`src/rtl/pad_stream_if.sv`:
```
// pad_stream_if -- stream bundle for the zero-padding inserter.
//   Data_In / Valid_In   : pooled pixel stream into the padder (no backpressure)
//   Data_Out / Valid_Out : padded raster out of the padder
//   Frame_Done           : pulse on the last padded pixel of a frame
//   Overflow             : sticky FIFO overflow flag
//   Pad_Value            : border pixel value, only when PAD_STREAM_PAD_VALUE_EN
// Modports: slave = padder side, master = producer/consumer side.
interface pad_stream_if #(
   parameter int DATA_WIDHT = 32
);
   logic [DATA_WIDHT-1:0] Data_In;
   logic                  Valid_In;
   logic [DATA_WIDHT-1:0] Data_Out;
   logic                  Valid_Out;
   logic                  Frame_Done;
   logic                  Overflow;
`ifdef PAD_STREAM_PAD_VALUE_EN
   logic [DATA_WIDHT-1:0] Pad_Value;

   modport slave  (input  Data_In, Valid_In, Pad_Value,
                   output Data_Out, Valid_Out, Frame_Done, Overflow);
   modport master (output Data_In, Valid_In, Pad_Value,
                   input  Data_Out, Valid_Out, Frame_Done, Overflow);
`else
   modport slave  (input  Data_In, Valid_In,
                   output Data_Out, Valid_Out, Frame_Done, Overflow);
   modport master (output Data_In, Valid_In,
                   input  Data_Out, Valid_Out, Frame_Done, Overflow);
`endif
endinterface

```
`src/rtl/pad_stream.sv`:
```
// pad_stream -- zero-padding inserter behind the 2x2 max-pool stage.
// Takes an IMG_WIDHT x IMG_HEIGHT pooled raster (sparse, no backpressure),
// buffers data pixels in a FIFO and emits an (IMG_WIDHT+2*PAD) x
// (IMG_HEIGHT+2*PAD) raster with a PAD-pixel border.
// Ports:
//   clk  : rising-edge clock
//   rst  : asynchronous active-low reset
//   bus  : pad_stream_if.slave (Data_In/Valid_In in; Data_Out/Valid_Out,
//          Frame_Done, Overflow out -- all outputs registered)
// Optional: define PAD_STREAM_PAD_VALUE_EN to add bus.Pad_Value; border
// pixels then carry Pad_Value (sampled at emission) instead of 0.
// Sizing: FIFO_DEPTH should be >= OW*PAD + PAD + 2 for 1-pixel-per-cycle
// input bursts; normal pool output rate needs far less.
module pad_stream #(
   parameter int DATA_WIDHT = 32,
   parameter int IMG_WIDHT  = 110,
   parameter int IMG_HEIGHT = 110,
   parameter int PAD        = 1,
   parameter int FIFO_DEPTH = 16
) (
   input  logic        clk,
   input  logic        rst,
   pad_stream_if.slave bus
);
   localparam int OW = IMG_WIDHT + 2 * PAD;
   localparam int OH = IMG_HEIGHT + 2 * PAD;
   localparam int CW = $clog2(OW);
   localparam int RW = $clog2(OH);
   localparam int AW = $clog2(FIFO_DEPTH);

   localparam logic [CW-1:0] COL_LO   = CW'(PAD);
   localparam logic [CW-1:0] COL_HI   = CW'(PAD + IMG_WIDHT);
   localparam logic [CW-1:0] COL_LAST = CW'(OW - 1);
   localparam logic [RW-1:0] ROW_LO   = RW'(PAD);
   localparam logic [RW-1:0] ROW_HI   = RW'(PAD + IMG_HEIGHT);
   localparam logic [RW-1:0] ROW_LAST = RW'(OH - 1);

   typedef enum logic {IDLE, RUN} state_t;

   // ---------------- data FIFO ----------------
   logic [DATA_WIDHT-1:0] mem [FIFO_DEPTH];
   logic [AW:0]           wr_ptr, rd_ptr;
   logic                  empty, full, push, pop;
   logic [DATA_WIDHT-1:0] rd_data;

   assign empty   = (wr_ptr == rd_ptr);
   assign full    = (wr_ptr[AW] != rd_ptr[AW]) && (wr_ptr[AW-1:0] == rd_ptr[AW-1:0]);
   // A pop in the same cycle frees a slot, so push into a full FIFO is fine then.
   assign push    = bus.Valid_In && (!full || pop);
   assign rd_data = mem[rd_ptr[AW-1:0]];

   always_ff @(posedge clk) begin
      if (push) mem[wr_ptr[AW-1:0]] <= bus.Data_In;
   end

   always_ff @(posedge clk or negedge rst) begin
      if (!rst) begin
         wr_ptr       <= '0;
         rd_ptr       <= '0;
         bus.Overflow <= 1'b0;
      end else begin
         if (push) wr_ptr <= wr_ptr + 1'b1;
         if (pop)  rd_ptr <= rd_ptr + 1'b1;
         if (bus.Valid_In && full && !pop) bus.Overflow <= 1'b1;
      end
   end

   // ---------------- FSM ----------------
   state_t          state, state_nx;
   logic [CW-1:0]   col;
   logic [RW-1:0]   row;
   logic            is_data, emit, last;
   logic [DATA_WIDHT-1:0] pad_val;

`ifdef PAD_STREAM_PAD_VALUE_EN
   assign pad_val = bus.Pad_Value;
`else
   assign pad_val = '0;
`endif

   always_ff @(posedge clk or negedge rst) begin
      if (!rst) state <= IDLE;
      else      state <= state_nx;
   end

   always_comb begin
      state_nx = state;
      case (state)
         IDLE:    if (!empty)      state_nx = RUN;
         RUN:     if (emit && last) state_nx = IDLE;
         default:                  state_nx = IDLE;
      endcase
   end

   always_comb begin
      is_data = (row >= ROW_LO) && (row < ROW_HI) && (col >= COL_LO) && (col < COL_HI);
      last    = (row == ROW_LAST) && (col == COL_LAST);
      // Border pixels never wait; data pixels wait for the FIFO.
      emit    = (state == RUN) && (!is_data || !empty);
      pop     = (state == RUN) && is_data && !empty;
   end

   // Raster position of the next pixel to emit; moves only on emission.
   always_ff @(posedge clk or negedge rst) begin
      if (!rst) begin
         col <= '0;
         row <= '0;
      end else if (emit) begin
         if (col == COL_LAST) begin
            col <= '0;
            row <= last ? '0 : row + 1'b1;
         end else begin
            col <= col + 1'b1;
         end
      end
   end

   // Output register; Data_Out holds across stalls.
   always_ff @(posedge clk or negedge rst) begin
      if (!rst) begin
         bus.Data_Out   <= '0;
         bus.Valid_Out  <= 1'b0;
         bus.Frame_Done <= 1'b0;
      end else begin
         bus.Valid_Out  <= emit;
         bus.Frame_Done <= emit && last;
         if (emit) bus.Data_Out <= is_data ? rd_data : pad_val;
      end
   end
endmodule

```
`src/flat_wrapper.sv`:
```
// flat-port wrapper written by rule: the top's interface ports become plain ports
module pad_stream_flat 
#(
   parameter int DATA_WIDHT = 32,
   parameter int IMG_WIDHT  = 110,
   parameter int IMG_HEIGHT = 110,
   parameter int PAD        = 1,
   parameter int FIFO_DEPTH = 16
)
  (clk, rst, bus_Data_In, bus_Valid_In, bus_Data_Out, bus_Valid_Out, bus_Frame_Done, bus_Overflow);
  pad_stream_if #(.DATA_WIDHT(DATA_WIDHT)) bus_i ();
  input  logic clk;
  input  logic rst;
  input wire logic [$bits(bus_i.Data_In)-1:0] bus_Data_In;
  input wire logic [$bits(bus_i.Valid_In)-1:0] bus_Valid_In;
  output wire logic [$bits(bus_i.Data_Out)-1:0] bus_Data_Out;
  output wire logic [$bits(bus_i.Valid_Out)-1:0] bus_Valid_Out;
  output wire logic [$bits(bus_i.Frame_Done)-1:0] bus_Frame_Done;
  output wire logic [$bits(bus_i.Overflow)-1:0] bus_Overflow;
  assign bus_i.Data_In = bus_Data_In;
  assign bus_i.Valid_In = bus_Valid_In;
  assign bus_Data_Out = bus_i.Data_Out;
  assign bus_Valid_Out = bus_i.Valid_Out;
  assign bus_Frame_Done = bus_i.Frame_Done;
  assign bus_Overflow = bus_i.Overflow;
  pad_stream #(.DATA_WIDHT(DATA_WIDHT), .IMG_WIDHT(IMG_WIDHT), .IMG_HEIGHT(IMG_HEIGHT), .PAD(PAD), .FIFO_DEPTH(FIFO_DEPTH)) u_core (.clk(clk), .rst(rst), .bus(bus_i));
endmodule
```
`config.mk`:
```
export PLATFORM = sky130hd
export DESIGN_NAME = pad_stream_flat
export DESIGN_NICKNAME = d
export VERILOG_FILES = /design/src/rtl/pad_stream_if.sv /design/src/rtl/pad_stream.sv /design/src/flat_wrapper.sv
export SDC_FILE = /design/constraint.sdc
export NUM_CORES = 1
export LEC_CHECK = 0
export ABC_CLOCK_PERIOD_IN_PS = 2600
export CORE_UTILIZATION = 35
export CTS_BUF_LIST = sky130_fd_sc_hd__clkbuf_4
export CTS_CLUSTER_DIAMETER = 100
export DETAILED_ROUTE_END_ITERATION = 12
export GPL_ROUTABILITY_DRIVEN = 0
export PLACE_DENSITY = 0.51
export SLEW_MARGIN = 20
export SYNTH_ARGS = -nofsm -noshare
export SYNTH_HDL_FRONTEND = slang
export SYNTH_SLANG_ARGS = --single-unit
```
`constraint.sdc`:
```
create_clock -name clk -period 2.6 [get_ports clk]
set_input_delay 0.26 -clock clk [delete_from_list [all_inputs] [get_ports clk]]
set_output_delay 0.26 -clock clk [all_outputs]
set_load 0.01 [all_outputs]
```
==> metrics, run 1 <==
Final Max Slew Viols 0; power share of the clock group 38.5%; CP startpoint u_core.rd_ptr[0]; worst vdd ir 0.0003941 V; GRT Residual Overflow 0; Final Hold Viols 0; CP cell instances buf_12 > buf_4 > mux4_1 > mux4_2 > a22o_1; H-tree Lvls 4; Tightest Pin Transition 0.8926 ns; Die X 253.1 µm; Bufs and invs on worst path 2; Synth Area in Adders 0.5103%; I/O Buffers 69; Arr. time, crit path 3.23 ns; metal3 WL 2666 µm; Clock transition at path regs 0.06 ns; unrepaired setup endpoints after global routing false; post-synth top area share 69.68%; Num CTS Buffers 153; Mean Syn Cell Area 23.15 µm²; xor/xnor cell area share of the yosys netlist 0.5954%; slowest CP cell mux4_1; post-route ant nets 0; Hold Path Class in2reg; fraction of layout instances using a drive strength above 1 37.05%; Net count, final 1241; synthesized flop and latch total 572; drt total wl 50840 µm; CP Class reg2reg; initial DRC count 844; Max-cap violations 0; Internal 15860 µW; hold_sp bus_Valid_In; PD cells 786.3 mW/mm²; TritonCTS Sinks 572; register area share after synthesis 76.48%; Req. time, crit path 3.41 ns; drt pass-1 iters 7; Sequential Power Share 53.0%; initial antenna violation count 4; die area 0.06405 mm²; slew margin rel. 40.49%; final non-filler cell total 2161; Reg area 0.01689 mm²; leading area contributor after synthesis edfxtp_1; Clock Tree Buf Depth 3; # fillers 5395; first-pass GRT wire length 75920 µm; WL met1 23020 µm; main combinational cell family by area after synthesis multiplexers; peak per-stage delay on the critical path 0.61 ns; R2R setup slack 0.18 ns; Die Ht 253.1 µm; synth warn 0; syn nets 997; fmax 0.4132 GHz; synth unique cells 48; Tmin final 2.420 ns; Post-synth EDFFs 512; area growth from synthesis to layout 20.41%; largest net degree at the start of global routing 52; Async SR Flop Fraction 10.49%; outcome finished, final reports clean; mux cell area share after synthesis 16.77%; area occupied by multi-input gates 0.004912 mm²; top layer in use met4; Gate power share 8.5%; total global-route track usage 16.65%; clk_lat worst skew 0.99 ns; Tot Pwr 20890 µW; vias per cell 5.023; Cell Area, Synth 0.02207 mm²; Critical Path Fanout Max 19; top_reg_cell synth edfxtp_1; WL/cell 23.52 µm; vias in the first global route 11580; CP delay by family, top multiplexers; Final setup viols 0; Critical Path End Type register; startpoint types register; metal2 WL 24260 µm; Post-Syn Instances 953; P_sw 5033 µW; CTS tree done; Net Sw Frac 24.09%; Synth Area in Simple Gates 1.968%; synth top area cells edfxtp_1 70%, mux4_2 15%, dfrtp_1 6.8%, mux4_1 2.0%, a22o_1 1.3%; Max Clock Skew 0.05711 ns; dpl hpwl 28420 µm; Reg-to-Reg Start u_core.rd_ptr[0]; # IOs 70; final setup TNS 0 ns; complex-gate fraction of the synthesized area 2.172%; Tcrit/Tclk final 93.08%; drt drc 0; Placement Rows 91; Vias 10850; Post-Route Utilization 42.82%; initial core utilization 35.56%; placed insts 1875; LEAKAGE 0.008737 µW; Core Area 0.06205 mm²; root cell of the clock tree clkbuf_4
## per-stage QoR
step,area (µm²),hold WS [ns],worst slack (ns)
floorplan,22080,-0.03559,0.06126
global placement,24440,0.3247,-0.01448
detailed placement,24440,0.3303,0.02869
CTS,26520,0.01290,0.04485
global route,26570,0.1072,0.03660
finish,26570,0.2010,0.1799
## cells in the mapped netlist, drive strengths merged (2+ instances only)
cell type and n:
a22o 32, o31ai 2, mux4 160, nor4 5, o21ai 9, a21oi 6, and2 6, ha 9
clkbuf 17, and3 17, nand2 21, nor2b 4, buf 33, o211a 2, inv 5, edfxtp 512
nor3 3, dfrtp 60, nor2 7, xnor2 7, xor2 8, a41oi 2, mux2 3, nand4 4
nand3 5
## placed cells by master (no fill, tap or decap), types with 8 or more instances in the layout
| master | n |
|---|---|
| a22o_1 | 32 |
| and3_2 | 10 |
| buf_12 | 34 |
| buf_4 | 33 |
| clkbuf_4 | 229 |
| clkdlybuf4s50_1 | 68 |
| clkinv_1 | 30 |
| clkinv_4 | 9 |
| dfrtp_1 | 56 |
| edfxtp_1 | 512 |
| ha_1 | 9 |
| mux4_1 | 17 |
| mux4_2 | 143 |
| nand2_1 | 21 |
| o21ai_0 | 9 |
| xor2_1 | 8 |
## path summary, 6_finish.rpt
kind,endpoint,depth (start not counted)
setup reg to reg,u_core.bus.Data_Out[2],5
setup / recovery,u_core.bus.Data_Out[2],5
min in group asynchronous,u_core.bus.Valid_Out,4
hold reg to reg,u_core.wr_ptr[4],1
hold / removal,u_core.bus.Overflow,2
max in group asynchronous,u_core.rd_ptr[0],4
## cell families (layout without fill, tap and decap cells)
group                      after synthesis  after routing
AOI/OAI and AO/OA                       61             61
xor gates and xnor gates                15             15
adders and majority gates                9              9
buffers and inverters                   55            422
DFF                                    572            572
muxes                                  163            163
other                                    0              4
and+or+nand+nor                         78             78
## metal layers
layer,vias to the layer above,global-route usage (%)
li1,4700,-
met4,0,5.784
met1,5782,22.84
met2,299,25.33
met3,73,4.811
met5,-,0
## repair_timing
item,4_1_cts,5_1_grt
cloned,0,0
setup endpoints to repair,70,366
pin swaps,0,1
hold buffers,3,0
resized for setup,1,7
buffers inserted,0,1
hold endpoints to repair,60,0
## power by group through the flow
| stage | Sequential, µW | Combinational [µW] | Clock (µW) |
|---|---|---|---|
| final | 11100 | 1790 | 8040 |
| after global routing | 11100 | 1920 | 8790 |
| after CTS | 11100 | 1810 | 8380 |
| after detailed placement | 11300 | 1800 | 0 |
| after global placement | 11300 | 1780 | 0 |
| after floorplan | 11200 | 749 | 0 |
## layout make-up
cell class	instances	share of cell area [%]
clock buffer	229	6.470
timing repair buffer	139	6.277
tap	837	3.941
inverter	5	0.07063
clock inverter	49	1.154
sequential	572	63.56
antenna	4	0.03767
multi-input combinational	326	18.49
## flip-flops by register name (all words and copies together) (netlist names)
signal	flops
u_core.bus.Data_Out	32
u_core.wr_ptr	5
u_core.rd_ptr	5
u_core.row	7
u_core.bus.Valid_Out	1
u_core.state	1
u_core.col	7
u_core.bus.Overflow	1
u_core.bus.Frame_Done	1
u_core.mem	512
Power figures use the tool's default switching activity.
==> inputs of run 2 (changes only) <==
Settings changed: GPL_ROUTABILITY_DRIVEN 0 to default.
==> results of run 2 <==
Same layout as run 1: the final DEF is identical, and so are final timing and power.
==> RTL edit (flow settings as in run 1) <==
`DATA_WIDHT` is set to 32 in 3 places; all go to 48.
--- a/src/rtl/pad_stream_if.sv
+++ b/src/rtl/pad_stream_if.sv
@@ -8,3 +8,3 @@
 interface pad_stream_if #(
-   parameter int DATA_WIDHT = 32
+   parameter int DATA_WIDHT = 48
 );
--- a/src/rtl/pad_stream.sv
+++ b/src/rtl/pad_stream.sv
@@ -14,3 +14,3 @@
 module pad_stream #(
-   parameter int DATA_WIDHT = 32,
+   parameter int DATA_WIDHT = 48,
    parameter int IMG_WIDHT  = 110,
--- a/src/flat_wrapper.sv
+++ b/src/flat_wrapper.sv
@@ -3,3 +3,3 @@
 #(
-   parameter int DATA_WIDHT = 32,
+   parameter int DATA_WIDHT = 48,
    parameter int IMG_WIDHT  = 110,
Interface: changed (resized bus_Data_In and bus_Data_Out); port bits go from 70 to 102. The function was not compared with the original's and may differ.
==> RTL edit against run 1 <==
  * The run now ends with negative setup slack left
  * Die area rose by 46%
  * Via count rose by 47%
  * Largest cell class unchanged
  * Setup slack got worse by 300 ps
  * Sequential cell count rose by 272
  * Synthesized area rose by 46%
  * Synthesized cell count rose by 51%
  * Cell area rose by 49%
  * Largest power group unchanged
  * Routed wire length rose by 57%
  * Highest routed layer is now met5
  * Total power rose by 72%
==> RTL edit: results (changes against run 1) <==
** Place
- Placed Cells incl. Taps :: 2725 (+45%)

** Final layout
- The fill cell instance count of the final layout came to 7890 (+46%).
- The fraction of final layout cells with drive strength greater than 1 was 0.377 (+0.00618).
- The number of flip-flops under the largest register name came to 768 (+50%).

** Pwr
- The clock network power share is 0.318 (-0.067).
- Clk. pwr :: 11500 uW (+43%)

** STA
- The setup TNS came to -12320 ps (-12320 ps).
- Number of endpoints failing setup at the final stage :: 344 (+344)
- Minimum setup slack in the final design :: -117 ps (-297 ps)

** Detailed routing
- The routed length on met1 came to 35200 um (+53%).
- Via count of the routed design :: 16001 (+47%)
- The length of the first detailed-routing pass in iterations was 4 (-3).
- The length of routed met2 wiring was 39300 um (+62%).

** Worst setup path
- Top fanout value on the critical path :: 13 (-6)
- The startpoint identified for the worst register-to-register timing path is u_core.col[1]$_DFFE_PN0N_.
- The arrival time at the worst endpoint is 3420 ps (+190 ps).
- Critical path's slowest cell :: dfrtp_1

** Global routing
- The number of antenna violations at the first check in global routing came to 9 (+5).
- The met3 layer usage reported by global route is 0.0422 (-0.00589).
- Pin count of the biggest net entering global routing :: 65 (+25%)

** Worst hold path
- For hold timing, the worst endpoint is u_core.mem[5][6]$_DFFE_PP_.
- The startpoint identified for the worst hold timing path is bus_Data_In[6].

** Clocking
- The number of buffers inserted during clock tree synthesis is 219 (+43%).
- The count of hold buffers inserted by post-cts repair came to 7 (+4).

** Run status
- The checks that failed: negative setup slack.
- The run finished, with violations left.

** Logic synthesis
- Number of library cell types mapped by synthesis :: 40 (-17%)
- Fraction of the yosys area taken by sequential cells :: 0.775 (+0.00986)
- The synthesized netlist net count is 1500 (+50%).
- Ranked by total cell area, the synthesized netlist is headed by edfxtp_1 (72%), mux4_2 (17%), dfrtp_1 (5.9%), o21ai_0 (0.89%), inv_1 (0.66%).
-- RTL edit: changes by cell type after synthesis, moves of 16 or more --
cell      delta
mux4_2      +97
nand2_1     +36
dfrtp_1     +16
edfxtp_1   +256
clkbuf_1    +25
inv_1       +53
o21ai_0     +48
a22o_1      -32
mux4_1      -17
-- RTL edit: layout make-up --
class                      count  area [um^2]  share of cell area
antenna                        2         5.00            0.000127
clock buffer                 327         2450              0.0621
clock inverter                69          399              0.0101
inverter                      58          218             0.00551
multi-input combinational    464         6830               0.173
sequential                   844        25000               0.632
tap                         1176         1470              0.0372
timing repair buffer         232         3190              0.0806
-- RTL edit: cells by family after synthesis --
logic type,share of synthesized area
buffers and inverters,0.0173
DFF,0.775
and+or+nand+nor,0.0179
AOI/OAI and AO/OA,0.0131
xor gates and xnor gates,0.00408
muxes,0.169
adders and majority gates,0.00349
